### src/rtl/axil_demux_n.sv
// AXI4-Lite 1-to-N demultiplexer: base/mask decode, offset stripping, local DECERR for unmapped
// accesses. Define AXIL_DEMUX_N_TIMEOUT_EN to add a per-channel watchdog (SLVERR) with late-response drain.
module axil_demux_n #(
  parameter int unsigned N_PORTS        = 4,
  parameter int unsigned ADDR_WIDTH     = 32,
  parameter int unsigned DATA_WIDTH     = 32,
  parameter int unsigned STRB_WIDTH     = DATA_WIDTH / 8,
  parameter logic [N_PORTS*ADDR_WIDTH-1:0] BASE_ADDR =
    {32'h3000_0000, 32'h2000_0000, 32'h1000_0000, 32'h0000_0000},
  parameter logic [N_PORTS*ADDR_WIDTH-1:0] ADDR_MASK = {4{32'hF000_0000}},
  parameter int unsigned TIMEOUT_CYCLES = 1024
) (
  input  logic                           clk,
  input  logic                           rst,
  input  logic [ADDR_WIDTH-1:0]          s_awaddr,
  input  logic [2:0]                     s_awprot,
  input  logic                           s_awvalid,
  output logic                           s_awready,
  input  logic [DATA_WIDTH-1:0]          s_wdata,
  input  logic [STRB_WIDTH-1:0]          s_wstrb,
  input  logic                           s_wvalid,
  output logic                           s_wready,
  output logic [1:0]                     s_bresp,
  output logic                           s_bvalid,
  input  logic                           s_bready,
  input  logic [ADDR_WIDTH-1:0]          s_araddr,
  input  logic [2:0]                     s_arprot,
  input  logic                           s_arvalid,
  output logic                           s_arready,
  output logic [DATA_WIDTH-1:0]          s_rdata,
  output logic [1:0]                     s_rresp,
  output logic                           s_rvalid,
  input  logic                           s_rready,
  output logic [N_PORTS*ADDR_WIDTH-1:0]  m_awaddr,
  output logic [N_PORTS*3-1:0]           m_awprot,
  output logic [N_PORTS-1:0]             m_awvalid,
  input  logic [N_PORTS-1:0]             m_awready,
  output logic [N_PORTS*DATA_WIDTH-1:0]  m_wdata,
  output logic [N_PORTS*STRB_WIDTH-1:0]  m_wstrb,
  output logic [N_PORTS-1:0]             m_wvalid,
  input  logic [N_PORTS-1:0]             m_wready,
  input  logic [N_PORTS*2-1:0]           m_bresp,
  input  logic [N_PORTS-1:0]             m_bvalid,
  output logic [N_PORTS-1:0]             m_bready,
  output logic [N_PORTS*ADDR_WIDTH-1:0]  m_araddr,
  output logic [N_PORTS*3-1:0]           m_arprot,
  output logic [N_PORTS-1:0]             m_arvalid,
  input  logic [N_PORTS-1:0]             m_arready,
  input  logic [N_PORTS*DATA_WIDTH-1:0]  m_rdata,
  input  logic [N_PORTS*2-1:0]           m_rresp,
  input  logic [N_PORTS-1:0]             m_rvalid,
  output logic [N_PORTS-1:0]             m_rready
);

  localparam int unsigned PW = (N_PORTS > 1) ? $clog2(N_PORTS) : 1;

  typedef enum logic [2:0] {W_IDLE, W_FWD, W_RESP, W_ERR, W_DONE} w_state_e;
  typedef enum logic [1:0] {R_IDLE, R_FWD, R_WAIT, R_DONE} r_state_e;

  // Returns {hit, index}; scanning downward lets the lowest matching index win.
  function automatic logic [PW:0] decode(input logic [ADDR_WIDTH-1:0] a);
    logic          hit;
    logic [PW-1:0] idx;
    hit = 1'b0;
    idx = '0;
    for (int unsigned i = N_PORTS; i > 0; i--) begin
      if ((a & ADDR_MASK[(i-1)*ADDR_WIDTH +: ADDR_WIDTH]) == BASE_ADDR[(i-1)*ADDR_WIDTH +: ADDR_WIDTH]) begin
        hit = 1'b1;
        idx = PW'(i - 1);
      end
    end
    return {hit, idx};
  endfunction

  w_state_e                w_state_q, w_state_d;
  logic [PW-1:0]           w_port_q, w_port_d;
  logic [ADDR_WIDTH-1:0]   w_addr_q, w_addr_d;
  logic [2:0]              w_prot_q, w_prot_d;
  logic [DATA_WIDTH-1:0]   w_data_q, w_data_d;
  logic [STRB_WIDTH-1:0]   w_strb_q, w_strb_d;
  logic                    aw_done_q, aw_done_d, wd_done_q, wd_done_d;
  logic [1:0]              bresp_q, bresp_d;

  r_state_e                r_state_q, r_state_d;
  logic [PW-1:0]           r_port_q, r_port_d;
  logic [ADDR_WIDTH-1:0]   r_addr_q, r_addr_d;
  logic [2:0]              r_prot_q, r_prot_d;
  logic [DATA_WIDTH-1:0]   rdata_q, rdata_d;
  logic [1:0]              rresp_q, rresp_d;

  logic [PW:0]             w_dec, r_dec;
  logic                    w_timeout, r_timeout;
  logic [N_PORTS-1:0]      w_drain, r_drain;

  assign w_dec = decode(s_awaddr);
  assign r_dec = decode(s_araddr);

  always_comb begin
    w_state_d = w_state_q;
    w_port_d  = w_port_q;
    w_addr_d  = w_addr_q;
    w_prot_d  = w_prot_q;
    w_data_d  = w_data_q;
    w_strb_d  = w_strb_q;
    aw_done_d = aw_done_q;
    wd_done_d = wd_done_q;
    bresp_d   = bresp_q;
    s_awready = 1'b0;
    s_wready  = 1'b0;
    case (w_state_q)
      W_IDLE: begin
        if (s_awvalid && s_wvalid && !(w_dec[PW] && w_drain[w_dec[PW-1:0]])) begin
          s_awready = 1'b1;
          s_wready  = 1'b1;
          w_port_d  = w_dec[PW-1:0];
          w_addr_d  = s_awaddr & ~ADDR_MASK[w_dec[PW-1:0]*ADDR_WIDTH +: ADDR_WIDTH];
          w_prot_d  = s_awprot;
          w_data_d  = s_wdata;
          w_strb_d  = s_wstrb;
          aw_done_d = 1'b0;
          wd_done_d = 1'b0;
          if (w_dec[PW]) begin
            w_state_d = W_FWD;
          end else begin
            bresp_d   = 2'b11;
            w_state_d = W_ERR;
          end
        end
      end
      W_FWD: begin
        aw_done_d = aw_done_q | m_awready[w_port_q];
        wd_done_d = wd_done_q | m_wready[w_port_q];
        if (aw_done_d && wd_done_d) begin
          w_state_d = W_RESP;
        end else if (w_timeout) begin
          bresp_d   = 2'b10;
          w_state_d = W_DONE;
        end
      end
      W_RESP: begin
        if (m_bvalid[w_port_q]) begin
          bresp_d   = m_bresp[w_port_q*2 +: 2];
          w_state_d = W_DONE;
        end else if (w_timeout) begin
          bresp_d   = 2'b10;
          w_state_d = W_DONE;
        end
      end
      W_ERR:   w_state_d = s_bready ? W_IDLE : W_DONE;
      W_DONE:  if (s_bready) w_state_d = W_IDLE;
      default: w_state_d = W_IDLE;
    endcase
  end

  always_comb begin
    r_state_d = r_state_q;
    r_port_d  = r_port_q;
    r_addr_d  = r_addr_q;
    r_prot_d  = r_prot_q;
    rdata_d   = rdata_q;
    rresp_d   = rresp_q;
    s_arready = 1'b0;
    case (r_state_q)
      R_IDLE: begin
        if (s_arvalid && !(r_dec[PW] && r_drain[r_dec[PW-1:0]])) begin
          s_arready = 1'b1;
          r_port_d  = r_dec[PW-1:0];
          r_addr_d  = s_araddr & ~ADDR_MASK[r_dec[PW-1:0]*ADDR_WIDTH +: ADDR_WIDTH];
          r_prot_d  = s_arprot;
          if (r_dec[PW]) begin
            r_state_d = R_FWD;
          end else begin
            rdata_d   = '0;
            rresp_d   = 2'b11;
            r_state_d = R_DONE;
          end
        end
      end
      R_FWD: begin
        if (m_arready[r_port_q]) begin
          r_state_d = R_WAIT;
        end else if (r_timeout) begin
          rdata_d   = '0;
          rresp_d   = 2'b10;
          r_state_d = R_DONE;
        end
      end
      R_WAIT: begin
        if (m_rvalid[r_port_q]) begin
          rdata_d   = m_rdata[r_port_q*DATA_WIDTH +: DATA_WIDTH];
          rresp_d   = m_rresp[r_port_q*2 +: 2];
          r_state_d = R_DONE;
        end else if (r_timeout) begin
          rdata_d   = '0;
          rresp_d   = 2'b10;
          r_state_d = R_DONE;
        end
      end
      R_DONE:  if (s_rready) r_state_d = R_IDLE;
      default: r_state_d = R_IDLE;
    endcase
  end

`ifdef AXIL_DEMUX_N_TIMEOUT_EN
  localparam int unsigned CW = $clog2(TIMEOUT_CYCLES + 1);

  logic [CW-1:0]      w_cnt_q, w_cnt_d, r_cnt_q, r_cnt_d;
  logic [N_PORTS-1:0] w_drain_q, w_drain_d, r_drain_q, r_drain_d;

  assign w_timeout = (w_state_q == W_FWD || w_state_q == W_RESP) && (w_cnt_q == CW'(TIMEOUT_CYCLES - 1));
  assign r_timeout = (r_state_q == R_FWD || r_state_q == R_WAIT) && (r_cnt_q == CW'(TIMEOUT_CYCLES - 1));
  assign w_drain   = w_drain_q;
  assign r_drain   = r_drain_q;

  // Drain is armed only once the request was fully issued; before that no response is owed.
  always_comb begin
    w_cnt_d   = (w_state_d != w_state_q || !(w_state_q == W_FWD || w_state_q == W_RESP)) ? '0 : w_cnt_q + 1'b1;
    r_cnt_d   = (r_state_d != r_state_q || !(r_state_q == R_FWD || r_state_q == R_WAIT)) ? '0 : r_cnt_q + 1'b1;
    w_drain_d = w_drain_q & ~m_bvalid;
    r_drain_d = r_drain_q & ~m_rvalid;
    if (w_timeout && w_state_q == W_RESP && !m_bvalid[w_port_q]) w_drain_d[w_port_q] = 1'b1;
    if (r_timeout && r_state_q == R_WAIT && !m_rvalid[r_port_q]) r_drain_d[r_port_q] = 1'b1;
  end

  always_ff @(posedge clk) begin
    if (rst) begin
      w_cnt_q   <= '0;
      r_cnt_q   <= '0;
      w_drain_q <= '0;
      r_drain_q <= '0;
    end else begin
      w_cnt_q   <= w_cnt_d;
      r_cnt_q   <= r_cnt_d;
      w_drain_q <= w_drain_d;
      r_drain_q <= r_drain_d;
    end
  end
`else
  assign w_timeout = 1'b0;
  assign r_timeout = 1'b0;
  assign w_drain   = '0;
  assign r_drain   = '0;
`endif

  always_ff @(posedge clk) begin
    if (rst) begin
      w_state_q <= W_IDLE;
      w_port_q  <= '0;
      w_addr_q  <= '0;
      w_prot_q  <= '0;
      w_data_q  <= '0;
      w_strb_q  <= '0;
      aw_done_q <= 1'b0;
      wd_done_q <= 1'b0;
      bresp_q   <= '0;
      r_state_q <= R_IDLE;
      r_port_q  <= '0;
      r_addr_q  <= '0;
      r_prot_q  <= '0;
      rdata_q   <= '0;
      rresp_q   <= '0;
    end else begin
      w_state_q <= w_state_d;
      w_port_q  <= w_port_d;
      w_addr_q  <= w_addr_d;
      w_prot_q  <= w_prot_d;
      w_data_q  <= w_data_d;
      w_strb_q  <= w_strb_d;
      aw_done_q <= aw_done_d;
      wd_done_q <= wd_done_d;
      bresp_q   <= bresp_d;
      r_state_q <= r_state_d;
      r_port_q  <= r_port_d;
      r_addr_q  <= r_addr_d;
      r_prot_q  <= r_prot_d;
      rdata_q   <= rdata_d;
      rresp_q   <= rresp_d;
    end
  end

  assign s_bvalid = (w_state_q == W_ERR) || (w_state_q == W_DONE);
  assign s_bresp  = bresp_q;
  assign s_rvalid = (r_state_q == R_DONE);
  assign s_rdata  = rdata_q;
  assign s_rresp  = rresp_q;

  always_comb begin
    m_awaddr  = '0;
    m_awprot  = '0;
    m_awvalid = '0;
    m_wdata   = '0;
    m_wstrb   = '0;
    m_wvalid  = '0;
    m_bready  = '0;
    m_araddr  = '0;
    m_arprot  = '0;
    m_arvalid = '0;
    m_rready  = '0;
    for (int unsigned i = 0; i < N_PORTS; i++) begin
      if (w_state_q == W_FWD && w_port_q == PW'(i)) begin
        m_awaddr[i*ADDR_WIDTH +: ADDR_WIDTH] = w_addr_q;
        m_awprot[i*3 +: 3]                   = w_prot_q;
        m_awvalid[i]                         = !aw_done_q;
        m_wdata[i*DATA_WIDTH +: DATA_WIDTH]  = w_data_q;
        m_wstrb[i*STRB_WIDTH +: STRB_WIDTH]  = w_strb_q;
        m_wvalid[i]                          = !wd_done_q;
      end
      if (r_state_q == R_FWD && r_port_q == PW'(i)) begin
        m_araddr[i*ADDR_WIDTH +: ADDR_WIDTH] = r_addr_q;
        m_arprot[i*3 +: 3]                   = r_prot_q;
        m_arvalid[i]                         = 1'b1;
      end
      m_bready[i] = (w_state_q == W_RESP && w_port_q == PW'(i)) || w_drain[i];
      m_rready[i] = (r_state_q == R_WAIT && r_port_q == PW'(i)) || r_drain[i];
    end
  end

endmodule

### config.mk
export PLATFORM = sky130hd
export DESIGN_NAME = axil_demux_n
export DESIGN_NICKNAME = d
export VERILOG_FILES = /design/src/rtl/axil_demux_n.sv
export SDC_FILE = /design/constraint.sdc
export NUM_CORES = 1
export LEC_CHECK = 0
export BUFFER_PORTS_ARGS = -buffer_cell sky130_fd_sc_hd__buf_2
export CORE_AREA = 10 10 285 287
export CTS_CLUSTER_DIAMETER = 50
export DETAILED_ROUTE_END_ITERATION = 8
export DIE_AREA = 0 0 295 297
export GPL_ROUTABILITY_DRIVEN = 0
export PLACE_DENSITY = 0.35
export REMOVE_ABC_BUFFERS = 1
export SETUP_SLACK_MARGIN = 0.02
export SYNTH_ARGS = -nofsm -noshare
export SYNTH_HDL_FRONTEND = slang
export SYNTH_SLANG_ARGS = --single-unit
### constraint.sdc
create_clock -name clk -period 1.9 [get_ports clk]
set_input_delay 0.095 -clock clk [delete_from_list [all_inputs] [get_ports clk]]
set_output_delay 0.095 -clock clk [all_outputs]
set_load 0.02 [all_outputs]
# Word level (Yosys, flattened, before mapping)
# Cells that the tools add are included.
[op_classes]
order_cmp = 4
n_mux = 98
n_reduce_logical = 43
bitwise = 6
n_shift = 5
n_eq_ne = 29
[ops]
columns = ["operator", "n"]
rows = [
  ["$mux W32", 15],
  ["$shiftx A128 B8 Y32 const A", 2],
  ["$shiftx A128 B8 Y32", 1],
  ["$and A32 B32 Y32", 2],
  ["$logic_not A32 Y1", 2],
  ["$not A32 Y32", 2],
  ["$pmux W32 S2", 1],
  ["$mux W2", 20],
  ["$mux W3", 13],
  ["$mux W1", 32],
  ["$logic_and A1 B1 Y1", 22],
  ["$ne A2 B2 Y1 const B", 9],
  ["$eq A4 B2 Y1 const B", 4],
  ["$mux W4", 4],
  ["$reduce_and A4 Y1", 4],
  ["$shiftx A8 B4 Y2", 2],
  ["$pmux W3 S5", 1],
  ["$bmux W1 S2", 7],
  ["$eq A2 B2 Y1 const B", 6],
  ["$lt A2 B3 Y1 const B", 4],
  ["$eq A4 B1 Y1 const B", 2],
  ["$pmux W2 S2", 2],
  ["$pmux W2 S4", 1],
  ["$eq A2 B1 Y1 const B", 3],
  ["other kinds (12)", 24],
]
[word_totals]
regBits = 153
inputBits = 277
word_cells = 200

# Depth between registers and ports, before layout
# Gate-level depths: netlist of run 1.
[depth]
word_depth = 12
mapped_depth = 9

# Worst setup path before layout of run 1
# No wires, ideal clock.
[synth_timing]
kind = "reg2reg"
start = "register r_state_q[0]"
end = "register rdata_q[11] (netlist: s_rdata[11])"
setup_ps = 70
t_arrival_ps = 1963
slack_ps = -133
stages_incl_launch_ff = 10
required_time_ps = 1830
cell_sequence = "dfxtp_1 -> inv_1 -> ha_1 -> clkbuf_1 -> nor2b_1 -> a222oi_1 -> buf_2 -> buf_4 -> nand3_1 -> a21oi_1"
[synth_via]
elab_chain_cells = 3
[synth_rtl]
columns = ["item", "line", "rtl"]
rows = [
  ["start, declared", "84", "r_state_e r_state_q, r_state_d;"],
  ["start signal, assigned", "272", "r_state_q <= r_state_d;"],
  ["$eq A2 B2 Y1 or $logic_not A2 Y1 (tied branches)", "163", "case (r_state_q)"],
  ["$ne A2 B2 Y1 (no line) or $reduce_bool A2 Y1 (tied branches)", "--", ""],
  ["$reduce_and A4 Y1 (no line)", "--", ""],
  ["end signal, assigned", "276", "rdata_q <= rdata_d;"],
  ["end, declared", "88", "logic [DATA_WIDTH-1:0] rdata_q, rdata_d;"],
]
# Parallel ways exist; a longest one is shown, timed or not.
# A chain may end at the register's enable or synchronous reset.

# Final worst setup path of run 1
[layout_timing]
start = "register w_state_q[2]"
end = "output m_awprot[10]"
[layout_via]
elab_chain_cells = 3
[layout_rtl]
columns = ["item", "line", "rtl"]
rows = [
  ["start, declared", "75", "w_state_e w_state_q, w_state_d;"],
  ["start signal, assigned", "263", "w_state_q <= w_state_d;"],
  ["$eq A3 B1 Y1", "300", "if (w_state_q == W_FWD && w_port_q == PW'(i)) begin"],
  ["$logic_and A1 B1 Y1", "300", ""],
  ["$mux W3", "300", ""],
  ["end, declared", "35", "output logic [N_PORTS*3-1:0] m_awprot,"],
]
# No other way between the ends.

==> results.ini, run 1 <==
[route]
wl_per_cell_microns=19.9
via_count=11823
wl_microns=60700
ant_nets=0
drc=0
drtIter0Drc=418
avgViaCountPerCell=3.86
dr.pass1.iters=4

[cells_and_area]
drive_above_1_share_pct=51.5
syn2layout_area_growth_pct=97.9
layout.nets=2347
fin_area_sq_um=18400
fin_util_pct=24.4
fillers=8251

[grt]
antenna_found_initial=7
grt_pass1_wl_microns=79600
track_usage_pct=12.0
grt_pass1_vias=12250
grt-ovfl-total=0
grt_max_degree=68

[place]
place.port_buffers=729
place_area_sq_um=14200
place_ws_ns=-0.0610
dp_hpwl_microns=43600

[synthesis]
async_flop_share_pct=0
synth-edff-count=0
avgSynthCellArea_sq_um=7.67
ys_ff_latch=145
synth.top_cell.area_share_pct=31.2
syn_inst=1215
synthDistinctLibCells=39
synth_area_sq_um=9320
synth_flop_cell=dfxtp_1
ys_seq_area_share_pct=31.2
synthTopCellsByArea=dfxtp_1 31%, and2_1 27%, mux4_2 9.7%
synth_warnings=0
yosys.area.top_type=dfxtp_1

[timing]
clock.fmax_mhz=489
fin_tns_setup_ns=-30.99
report.final.slew_viol_count=0
whs_ns=0.0865
fin_skew_ns=0.0104
finalHoldViolations=0
worst_slack_ns=-0.147
period_minus_slack_ns=2.05
setup-violations-final=405
post-route-period-util_pct=108
grt_setup_unrepaired=true

[cts]
cts_sinks=145
path_clk_slew_ns=0.07
clock_tree.root_cell=clkbuf_16
insertion_delay_ns=0.46
clockBufferDepth=2
htree_levels=4
numCtsBuffers=17
cts_tree=built

[flow_run]
maxCapViolations=0

[die]
core_sq_um=75400
die_h_microns=297
rows=101
ios=762
start_util_pct=12.4
dieArea_sq_um=87600
die_x_microns=295

[critical_path]
crit_buf_inv=4
critical_path_class=reg -> out
cpLargestDelayFamily=buffers and inverters
path_cells=nor2_4 > nand2_2 > buf_6 > nor2_4 > buf_12 > clkbuf_16 > and2_1 > buf_6
critPathMaxStageDelay_ns=0.34
endpoint_kind=primary output
cp.required_ns=1.80
cp_slowest_cell=dfxtp_2
crit_arrival_ns=1.95
start_kind=flip-flop
crit_fanout=16

[power]
vdd_drop_max_mv=0.402
p_int_w=0.00736
swShare_pct=35.7
p_sw_w=0.00408
p_leak_nw=8.65
clock_power_share_pct=31.0
comb_power_share_pct=36.4
powerDensity_nw_per_um2=620
seq_power_share_pct=32.6

[run_status]
violations=setup timing
outcome=finished with violations

[min_path]
hold_path.class=in -> reg

[state kept, by name, summed over array words and instances, names as in the netlist, 3 cells and up]
| name | count |
|---|---|
| w_prot_q | 3 |
| r_addr_q | 28 |
| w_strb_q | 4 |
| s_rdata | 32 |
| w_addr_q | 28 |
| r_prot_q | 3 |
| w_state_q | 3 |
| w_data_q | 32 |
[power by group through the flow]
| stage | registers (W) | clock network (W) | logic [W] |
|---|---|---|---|
| 2_1_floorplan | 0.00370 | 0 | 0.00138 |
| 3_3_place_gp | 0.00375 | 0 | 0.00290 |
| 3_5_place_dp | 0.00377 | 0 | 0.00295 |
| 4_1_cts | 0.00371 | 0.00373 | 0.00352 |
| 5_1_grt | 0.00378 | 0.00386 | 0.00451 |
| 6_report | 0.00373 | 0.00355 | 0.00416 |
[cell type report]
type	count	area [sq um]	share of cell area, %
clock inverter	14	156	0.848
tap	978	1220	6.64
inverter	10	41.3	0.224
multi-input combinational	957	6380	34.6
sequential	145	2920	15.8
timing repair buffer	934	7280	39.5
antenna	3	7.51	0.0407
clock buffer	18	429	2.33
[path summary, 6_finish.rpt]
path / start / endpoint / slack [ns] / cells past startpoint
min: s_rready / r_state_q[1] / 0.09 / 5
max reg2reg: r_state_q[1] / s_rdata[26] / -0.12 / 9
max: w_state_q[2] / m_awprot[10] / -0.15 / 8
min reg2reg: s_rdata[0] / s_rdata[0] / 0.47 / 2
[worst reg2reg max path, cell delays in order (launching register included)]
cell             delay, ns
dfxtp_2               0.33
buf_6                 0.12
ha_4                  0.17
and2_4                0.16
a222oi_1              0.32
buf_4                 0.22
clkdlybuf4s15_2       0.29
buf_4                 0.15
nand2b_1              0.10
a21oi_1               0.06
[repair_timing]
| item | CTS | global route |
|---|---|---|
| hold buffers | 109 | 0 |
| gates resized for setup | 223 | 338 |
| buffers inserted | 14 | 12 |
| setup endpoints to repair | 442 | 449 |
| endpoints found under the hold margin | 104 | 0 |
| pin swaps | 3 | 12 |
| cloned | 6 | 20 |
[cell usage in the layout (no fill, tap or decap), types with 3 or more instances in the layout]
master / n
buf_2: 540
and2_1: 265
nand2_1: 201
buf_6: 164
dfxtp_1: 136
and2_4: 130
a21oi_1: 128
dlygate4sd3_1: 109
buf_4: 69
mux4_2: 40
conb_1: 32
clkbuf_16: 32
nand2b_1: 31
nand3_1: 30
buf_12: 23
nor2_1: 17
nor3_1: 11
buf_8: 7
dfxtp_2: 7
nand2b_4: 6
nor2b_1: 6
inv_1: 6
a22oi_1: 6
a21oi_2: 6
buf_16: 6
nor2_4: 4
and3_1: 4
diode_2: 3
clkinv_2: 3
nand3_2: 3
ha_4: 3
clkinv_4: 3
clkinvlp_4: 3
inv_6: 3
[layer usage]
layer	track usage, %	up-vias	part of all wire, %	wire length (microns)
met5	0	-	0	0
met4	3.13	0	1.7	1050
met3	3.68	64	7.9	4810
met2	22.3	535	53	32000
met1	12.8	5637	38	22800
li1	-	5587	-	-
[cells in the mapped netlist, types with 2 or more instances]
master      n
nor3b_1     2
nor4_1      2
nand2b_1   37
a21oi_1   134
buf_1       2
a311oi_1    2
a211oi_1    2
nand3_1    35
dfxtp_1   145
a22oi_1     6
nor2b_1     6
and2_1    395
buf_2       9
mux4_2     40
and3_1      4
nor3_1     12
clkbuf_1   88
buf_4      35
nand2_1   204
ha_1        5
inv_1       9
mux2i_1     2
and3b_1     2
nor2_1     22
[cell families (layout without fill, tap and decap cells)]
kind of cell / Yosys count / in the layout / share of synthesized area, %
simple gates: 724 / 724 / 42.0
compound gates: 154 / 154 / 8.90
flops: 145 / 145 / 31.2
buf+inv: 144 / 976 / 7.33
mux: 42 / 42 / 9.88
fa+ha+maj: 5 / 5 / 0.671
other cells: 1 / 35 / 0.0402
[through the flow]
| stage | cells | power (W) |
|---|---|---|
| after floorplan | 1112 | 0.00508 |
| after global placement | 2865 | 0.00665 |
| after detailed placement | 2865 | 0.00673 |
| after CTS | 3026 | 0.0110 |
| after global routing | 3057 | 0.0121 |
| final | 3059 | 0.0114 |
(Power assumes the default switching activity.)
==> inputs of run 2 (changes only) <==
- SETUP_SLACK_MARGIN: 0.02 -> unset
==> run 2 against run 1 <==
Net effect:
- the run still ends with setup timing left
- final area shrank 1.8%
- combinational power shrank 7.2%
- clock power is essentially flat
- critical path type unchanged
- largest cell class unchanged
- highest routed layer unchanged
==> results.ini, run 2 (synthesis gave the netlist of run 1 again) <==
[cells_and_area]
drive_above_1_share_pct=49.8
syn2layout_area_growth_pct=94.4
fillers=8282
fin_util_pct=24.0
layout.nets=2341
final_common_cell=buf_2
mostFrequentLayoutCells=547 x buf_2, 287 x and2_1, 202 x nand2_1, 149 x buf_6, 136 x dfxtp_1

[min_path]
hold-path-endpoint=r_state_q[1]
worstHoldStart=s_rready
hold_path.class=in -> reg
hold_depth=5

[die]
rows=101
ios=762
core_sq_um=75400
dieArea_sq_um=87600
die_x_microns=295
die_h_microns=297
start_util_pct=12.4

[critical_path]
r2r_slack_ns=-0.12
crit_arrival_ns=1.95
cp.required_ns=1.80
reg2regPathDepth=10
start_kind=flip-flop
critical_path_class=reg -> out
r2r_start=r_state_q[1]
endpoint_kind=primary output
r2r-end=s_rdata[29]
crit_fanout=16

[grt]
antenna_found_initial=7
grt_pass1_vias=12250
track_usage_pct=12.0
grt_pass1_wl_microns=79600
grt_max_degree=68
grt-ovfl-total=0

[place]
place_ws_ns=-0.0610
place.port_buffers=729
dp_hpwl_microns=43600

[cts]
cts_sinks=145
insertion_delay_ns=0.46
clockBufferDepth=2
htree_levels=4
cts_tree=built
path_clk_slew_ns=0.07
numCtsBuffers=17
clock_tree.root_cell=clkbuf_16

[route]
wl_per_cell_microns=19.6
dr.pass1.iters=6
wl_microns=59900
avgViaCountPerCell=3.87
drtIter0Drc=399
via_count=11804
ant_nets=0
drc=0

[timing]
period_minus_slack_ns=2.05
fin_skew_ns=0.0100
grt_setup_unrepaired=true
clock.fmax_mhz=488
setup-violations-final=410
worst_slack_ns=-0.148
post-route-period-util_pct=108
fin_tns_setup_ns=-32.07
finalHoldViolations=0
report.final.slew_viol_count=0

[run_status]
outcome=finished with violations
violations=setup timing

[flow_run]
maxCapViolations=0

[power]
vdd_drop_max_mv=0.404
p_leak_nw=8.54
powerDensity_nw_per_um2=614

==> run 2: area by class of cell <==
cell class                      instances  area (sq um)  share of cell area, %
Timing Repair Buffer                  928          7090                   39.1
Multi-Input combinational cell        957          6250                   34.5
Sequential cell                       145          2920                   16.1
Tap cell                              978          1220                   6.76
Clock buffer                           18           429                   2.37
Clock inverter                         14           156                  0.863
Inverter                               10          38.8                  0.214
Antenna cell                            2          5.00                 0.0276
==> run 2: repair_timing <==
| item | CTS | global route |
|---|---|---|
| endpoints found under the setup margin | 442 | 448 |
| hold buffers | 109 | 0 |
| endpoints found under the hold margin | 104 | 0 |
| resized for setup | 223 | 274 |
| setup buffers | 14 | 10 |
| pin swaps | 3 | 8 |
| gates cloned | 6 | 16 |
==> run 2: how the worst max path moves through the flow <==
stage                       startpoint      endpoint  slack (ns)  cells past startpoint
after global placement    r_state_q[0]   s_rdata[17]        0.03                      8
after detailed placement  r_state_q[0]   s_rdata[13]       -0.06                      8
final                     w_state_q[2]  m_awprot[10]       -0.15                      8
after floorplan            r_port_q[0]    s_rresp[0]       -3.75                      3
after CTS                 w_state_q[2]  m_wdata[102]       -0.19                      8
after global routing      w_state_q[0]  m_awprot[10]       -0.29                      7
==> run 2: per-layer routing <==
layer  vias up  wire length, microns  GRT usage (%)
li1       5578                     -              -
met1      5646                 22800           12.8
met2       525                 31500           22.3
met3        55                  4660           3.68
met4         0                   957           3.13
met5         -                     0              0
==> run 2: worst max-delay path, stage by stage, from the launching register on <==
cell	delay [ns]
dfxtp_2	0.34
nor2_4	0.11
nand2_2	0.08
buf_6	0.15
nor2_4	0.17
buf_12	0.16
clkbuf_16	0.18
and2_1	0.16
buf_6	0.12
==> run 2: per-stage QoR <==
step / instances / hold slack (ns) / instance area [sq um] / total power, W
after floorplan: 1112 / 0.164 / 8790 / 0.00508
after global placement: 2865 / 0.338 / 14200 / 0.00665
after detailed placement: 2865 / 0.343 / 14200 / 0.00673
after CTS: 3026 / 0.0312 / 16900 / 0.0110
after global routing: 3051 / 0.0907 / 18100 / 0.0118
final: 3052 / 0.0874 / 18100 / 0.0111
==> run 2: where the power goes <==
group / switching (W) / internal (W)
Clock: 0.00159 / 0.00195
Combinational: 0.00198 / 0.00187
Sequential: 0.000379 / 0.00335
